File: src/rtl/sys_gpio_in_edgecap.sv
// GPIO input port with synchroniser, optional debounce filter, edge capture and irq.
// Define GPIO_IN_DEBOUNCE_EN to build the per-bit debounce filter between sync and filt.
module sys_gpio_in_edgecap #(
   parameter int unsigned WIDTH           = 32,
   parameter int unsigned SYNC_STAGES     = 2,
   parameter int unsigned EDGE_TYPE       = 0,
   parameter int unsigned IRQ_TYPE        = 0,
   parameter int unsigned DEBOUNCE_CYCLES = 16
) (
   input  logic             clk,
   input  logic             reset_n,
   input  logic [1:0]       address,
   input  logic             chipselect,
   input  logic             write_n,
   input  logic [31:0]      writedata,
   input  logic [WIDTH-1:0] in_port,
   output logic [31:0]      readdata,
   output logic             irq
);

   localparam logic [1:0] ADDR_DATA = 2'd0;
   localparam logic [1:0] ADDR_MASK = 2'd2;
   localparam logic [1:0] ADDR_CAP  = 2'd3;

`ifdef GPIO_IN_DEBOUNCE_EN
   localparam int unsigned WARM_CYCLES = SYNC_STAGES + 1 + DEBOUNCE_CYCLES;
`else
   localparam int unsigned WARM_CYCLES = SYNC_STAGES + 1;
`endif
   localparam int unsigned WARM_W = $clog2(WARM_CYCLES + 1);

   // Elaboration-time parameter range checks
   generate
      if (WIDTH < 1 || WIDTH > 32) begin : g_bad_width
         $error("WIDTH out of range 1..32");
      end
      if (SYNC_STAGES < 2 || SYNC_STAGES > 4) begin : g_bad_sync
         $error("SYNC_STAGES out of range 2..4");
      end
      if (EDGE_TYPE > 2) begin : g_bad_edge
         $error("EDGE_TYPE out of range 0..2");
      end
      if (IRQ_TYPE > 1) begin : g_bad_irq
         $error("IRQ_TYPE out of range 0..1");
      end
      if (DEBOUNCE_CYCLES < 1 || DEBOUNCE_CYCLES > 65535) begin : g_bad_db
         $error("DEBOUNCE_CYCLES out of range 1..65535");
      end
      if (WIDTH < 32) begin : g_wd_upper
         logic unused_wd_upper;
         assign unused_wd_upper = ^writedata[31:WIDTH];
      end
   endgenerate

   logic [SYNC_STAGES-1:0][WIDTH-1:0] sync_q;
   logic [WIDTH-1:0]                  sync;
   logic [WIDTH-1:0]                  filt;
   logic [WIDTH-1:0]                  filt_d;
   logic [WIDTH-1:0]                  edge_raw;
   logic [WIDTH-1:0]                  edge_hit;
   logic [WIDTH-1:0]                  irq_mask;
   logic [WIDTH-1:0]                  irq_mask_next;
   logic [WIDTH-1:0]                  edge_capture;
   logic [WIDTH-1:0]                  edge_capture_next;
   logic [WARM_W-1:0]                 warm_cnt;
   logic                              warm_done;
   logic                              wr_en;
   logic [31:0]                       rd_mux;
   logic                              irq_next;

   // Metastability synchroniser chain
   always_ff @(posedge clk) begin
      if (!reset_n) begin
         sync_q <= '0;
      end else begin
         sync_q[0] <= in_port;
         for (int i = 1; i < SYNC_STAGES; i++) begin
            sync_q[i] <= sync_q[i-1];
         end
      end
   end

   assign sync = sync_q[SYNC_STAGES-1];

`ifdef GPIO_IN_DEBOUNCE_EN
   localparam int unsigned CNT_W = (DEBOUNCE_CYCLES < 2) ? 1 : $clog2(DEBOUNCE_CYCLES);

   logic [WIDTH-1:0][CNT_W-1:0] db_cnt;
   logic [WIDTH-1:0]            filt_q;

   // A bit flips only after sync has disagreed with it for DEBOUNCE_CYCLES cycles in a row
   always_ff @(posedge clk) begin
      if (!reset_n) begin
         filt_q <= '0;
         db_cnt <= '0;
      end else begin
         for (int i = 0; i < WIDTH; i++) begin
            if (sync[i] != filt_q[i]) begin
               if (db_cnt[i] == CNT_W'(DEBOUNCE_CYCLES - 1)) begin
                  filt_q[i] <= ~filt_q[i];
                  db_cnt[i] <= '0;
               end else begin
                  db_cnt[i] <= db_cnt[i] + CNT_W'(1);
               end
            end else begin
               db_cnt[i] <= '0;
            end
         end
      end
   end

   assign filt = filt_q;
`else
   assign filt = sync;
`endif

   always_comb begin
      case (EDGE_TYPE)
         0:       edge_raw = filt & ~filt_d;
         1:       edge_raw = ~filt & filt_d;
         default: edge_raw = filt ^ filt_d;
      endcase
   end

   // Pipeline contents right after reset are not real input history
   assign warm_done = (warm_cnt == '0);
   assign edge_hit  = warm_done ? edge_raw : '0;
   assign wr_en     = chipselect & ~write_n;

   // Register updates; on a clear-vs-set collision the new edge wins
   always_comb begin
      irq_mask_next     = irq_mask;
      edge_capture_next = edge_capture | edge_hit;
      if (wr_en && address == ADDR_MASK) begin
         irq_mask_next = writedata[WIDTH-1:0];
      end
      if (wr_en && address == ADDR_CAP) begin
         edge_capture_next = (edge_capture & ~writedata[WIDTH-1:0]) | edge_hit;
      end
   end

   always_comb begin
      case (address)
         ADDR_DATA: rd_mux = 32'(filt);
         ADDR_MASK: rd_mux = 32'(irq_mask);
         ADDR_CAP:  rd_mux = 32'(edge_capture);
         default:   rd_mux = 32'd0;
      endcase
   end

   always_comb begin
      if (IRQ_TYPE == 0) begin
         irq_next = |(filt & irq_mask_next);
      end else begin
         irq_next = |(edge_capture_next & irq_mask_next);
      end
   end

   always_ff @(posedge clk) begin
      if (!reset_n) begin
         filt_d       <= '0;
         irq_mask     <= '0;
         edge_capture <= '0;
         warm_cnt     <= WARM_W'(WARM_CYCLES);
         readdata     <= '0;
         irq          <= 1'b0;
      end else begin
         filt_d       <= filt;
         irq_mask     <= irq_mask_next;
         edge_capture <= edge_capture_next;
         if (!warm_done) begin
            warm_cnt <= warm_cnt - WARM_W'(1);
         end
         readdata     <= rd_mux;
         irq          <= irq_next;
      end
   end

endmodule
File: config.mk
export PLATFORM = sky130hd
export DESIGN_NAME = sys_gpio_in_edgecap
export DESIGN_NICKNAME = d
export VERILOG_FILES = /design/src/rtl/sys_gpio_in_edgecap.sv
export SDC_FILE = /design/constraint.sdc
export NUM_CORES = 1
export LEC_CHECK = 0
export CAP_MARGIN = 30
export CORE_MARGIN = 10
export CORE_UTILIZATION = 40
export DETAILED_ROUTE_END_ITERATION = 8
export GPL_TIMING_DRIVEN = 0
export PLACE_DENSITY_LB_ADDON = 0.05
export SKIP_LAST_GASP = 1
export SYNTH_ARGS = -nofsm -noshare
export SYNTH_HDL_FRONTEND = slang
export SYNTH_SLANG_ARGS = --single-unit
File: constraint.sdc
create_clock -name clk -period 4.08 [get_ports clk]
set_input_delay 0.408 -clock clk [delete_from_list [all_inputs] [get_ports clk]]
set_output_delay 0.408 -clock clk [all_outputs]
set_load 0.02 [all_outputs]
==> flow_summary.yaml <==
outcome:
  status: "finished, final reports clean"
critical_path:
  reg2reg_depth: 4
  critPathBufInv: 2
  cp_max_fo: 8
  cp_slowest_cell: "a2111oi_1"
  critical_path_required_ns: 4.39
  slowest_delay_ns: 0.72
  worst_ep_arrival_time_ns: 3.03
  r2r_setup_slack_ns: 2.03
  r2r_start: "irq_mask[11]"
  r2r-end: "irq"
  worstPathCellList: "clkdlybuf4s50_1, and4bb_1, buf_6, mux2_2, a2111oi_1, nand4_1, o41a_1"
  worstSetupPathType: "in2reg"
  end_kind: "flip-flop"
  critPathTopFamily: "compound AO/OA/AOI/OAI gates"
  worstSetupStartpointType: "input pin"
flow_run:
  maxCapViolations: 0
sta:
  worstMarginPinSlew_ns: 0.781
  worst_slack_ns: 1.36
  fin_skew_ns: 0.00604
  hold_ws_ns: 0.433
  hold_viol_final: 0
  post-route-period-util_pct: 66.6
  setup_viol: 0
  max_clock_freq_ghz: 0.368
  fin_crit_ns: 2.72
  rsz0062_at_grt: "no"
  slew_headroom_pct: 48.0
  final_max_slew_viol_count: 0
  finalSetupTns_ns: 0
worst_hold_path:
  hp-class: "reg2reg"
  hold_depth: 1
  holdPathEnd: "filt[4]"
  hp-start: "sync_q[4]"
synthesis:
  synth_area_per_cell_um2: 9.98
  synth-seq-cells: 195
  postSynthCellCount: 727
  syn-cell-area_um2: 7260
  syn_nets: 798
  yosysTopAreaCell: "dfxtp_1"
  seq_area_frac_synth_pct: 53.8
  ys_warn_count: 0
  synthTopCellsByArea: "dfxtp_1 (54%), and2_1 (8.7%), nor2b_1 (7.8%)"
  yosysTopAreaCellShare_pct: 53.8
  synth_cell_types: 28
layout:
  seq_area_um2: 3900
  antenna-diode-count: 0
  multi_input_area_um2: 3040
  layout.cells.most_common_list: "dfxtp_1 (195), and2_1 (101), clkdlybuf4s50_1 (99)"
  nets: 916
  final_cells: 1087
  syn_to_final_growth_pct: 26.0
  drive_gt1_share_pct: 9.09
  post-route-util_pct: 51.1
  n_fill_cell: 1661
  final_common_cell: "dfxtp_1"
detailed_routing:
  drtPass1Iterations: 5
  routed_wl_um: 20300
  first_iter_violations: 339
  drt-wirelength-per-cell_um: 18.7
  num_vias: 5349
  drtAntennaViolNets: 0
  drcViolationCount: 0
  viasPerCell: 4.92
clocking:
  cts_resized: 0
  root_buffer: "clkbuf_16"
  tritoncts: "yes"
  htreeDepth: 4
  cts_max_path_buffers: 2
  hold_buffers: 0
  clock_latency_ns: 0.43
  cts_buffers: 17
  clkTransAtPathRegs_ns: 0.07
  post_cts_buffers: 0
  cts_sinks: 195
place:
  pre_cts_ws_ns: 0.860
  place_inst: 1055
  dpl.hpwl_um: 14500
  gp_congestion: 0.840
  portBuffers: 99
global_route:
  grt_pass1_vias: 5673
  overflow: 0
  grt_max_degree: 17
  grt_pass1_wl_um: 31800
  grt_usage_pct: 17.1
  antenna_found_initial: 0
power_and_ir_drop:
  p_seq_share_pct: 49.6
  powerDensity_nw_per_um2: 440
  clkPwrFrac_pct: 42.7
  p_comb_share_pct: 7.7
  p_int_mw: 3.12
  leakage_nw: 3.34
  p_switching_mw: 0.904
  vdd_drop_max_mv: 0.270
  swShare_pct: 22.5
floorplan:
  io_pins: 103
  rows: 49
  dieArea_um2: 23900
  initial_core_util_pct: 40.5
  die_w_um: 155
  die_y_um: 155
  core_um2: 17900
[Yosys cell counts]
cell type	instances
a2111oi_1	3
a2111oi_2	1
a21oi_1	25
a22oi_1	32
a32oi_1	7
and2_1	101
and2b_1	1
and4b_1	1
and4bb_1	1
buf_12	2
buf_2	2
buf_6	3
clkbuf_1	38
dfxtp_1	195
ha_1	1
inv_1	24
mux2_2	38
mux2i_1	39
nand2_1	83
nand4_1	1
nor2_1	26
nor2b_1	90
o22ai_1	7
o2bb2ai_1	1
o41a_1	1
or2_2	2
or4_1	1
xor2_1	1
[metal layers]
metal | vias up | share of wire, % | track usage, %
li1 | 2614 | - | -
met1 | 2554 | 45 | 21.6
met2 | 145 | 47 | 27.9
met3 | 36 | 4.9 | 3.63
met4 | 0 | 2.2 | 6.43
met5 | - | 0 | 0
[power by group through the flow]
stage / clock network (mW) / logic, mW / registers (mW)
floorplan: 0 / 0.152 / 2.03
global placement: 0 / 0.307 / 2.03
detailed placement: 0 / 0.312 / 2.04
CTS: 1.74 / 0.315 / 1.99
global route: 1.83 / 0.338 / 2.00
finish: 1.72 / 0.310 / 1.99
[metrics by stage]
step / area [um^2] / power [mW]
after floorplan: 7260 / 2.19
after global placement: 8530 / 2.34
after detailed placement: 8530 / 2.35
after CTS: 9140 / 4.05
after global routing: 9140 / 4.16
final: 9140 / 4.02
[flip-flops by register name, indices dropped and copies added, names as in the netlist]
signal        flops
irq_mask         32
irq               1
edge_capture     32
filt             32
sync_q           32
filt_d           32
readdata         32
warm_cnt          2
[cell type report]
type	count	share of cell area [%]
Buffer	45	2.48
Clock buffer	25	5.64
Clock inverter	7	1.04
Inverter	24	0.985
Multi-Input combinational cell	463	33.2
Sequential cell	195	42.7
Tap cell	229	3.13
Timing Repair Buffer	99	10.8
[cell families (layout without fill, tap and decap cells)]
group	after synthesis	count (layout)	synth area share, %
adders and majority gates	1	1	0.172
and+or+nand+nor	307	307	22.9
xor gates and xnor gates	1	1	0.121
DFF	195	195	53.8
AOI/OAI and AO/OA	77	77	7.38
muxes	77	77	11.3
buffers and inverters	69	200	4.36
[how the worst max path moves through the flow]
stage / startpoint / end / cells past startpoint
6_report: write_n / irq / 7
5_1_grt: write_n / irq / 7
4_1_cts: write_n / irq / 9
3_5_place_dp: write_n / irq / 7
3_3_place_gp: write_n / irq / 9
2_1_floorplan: address[0] / irq / 7
Power figures use the tool's default switching activity.
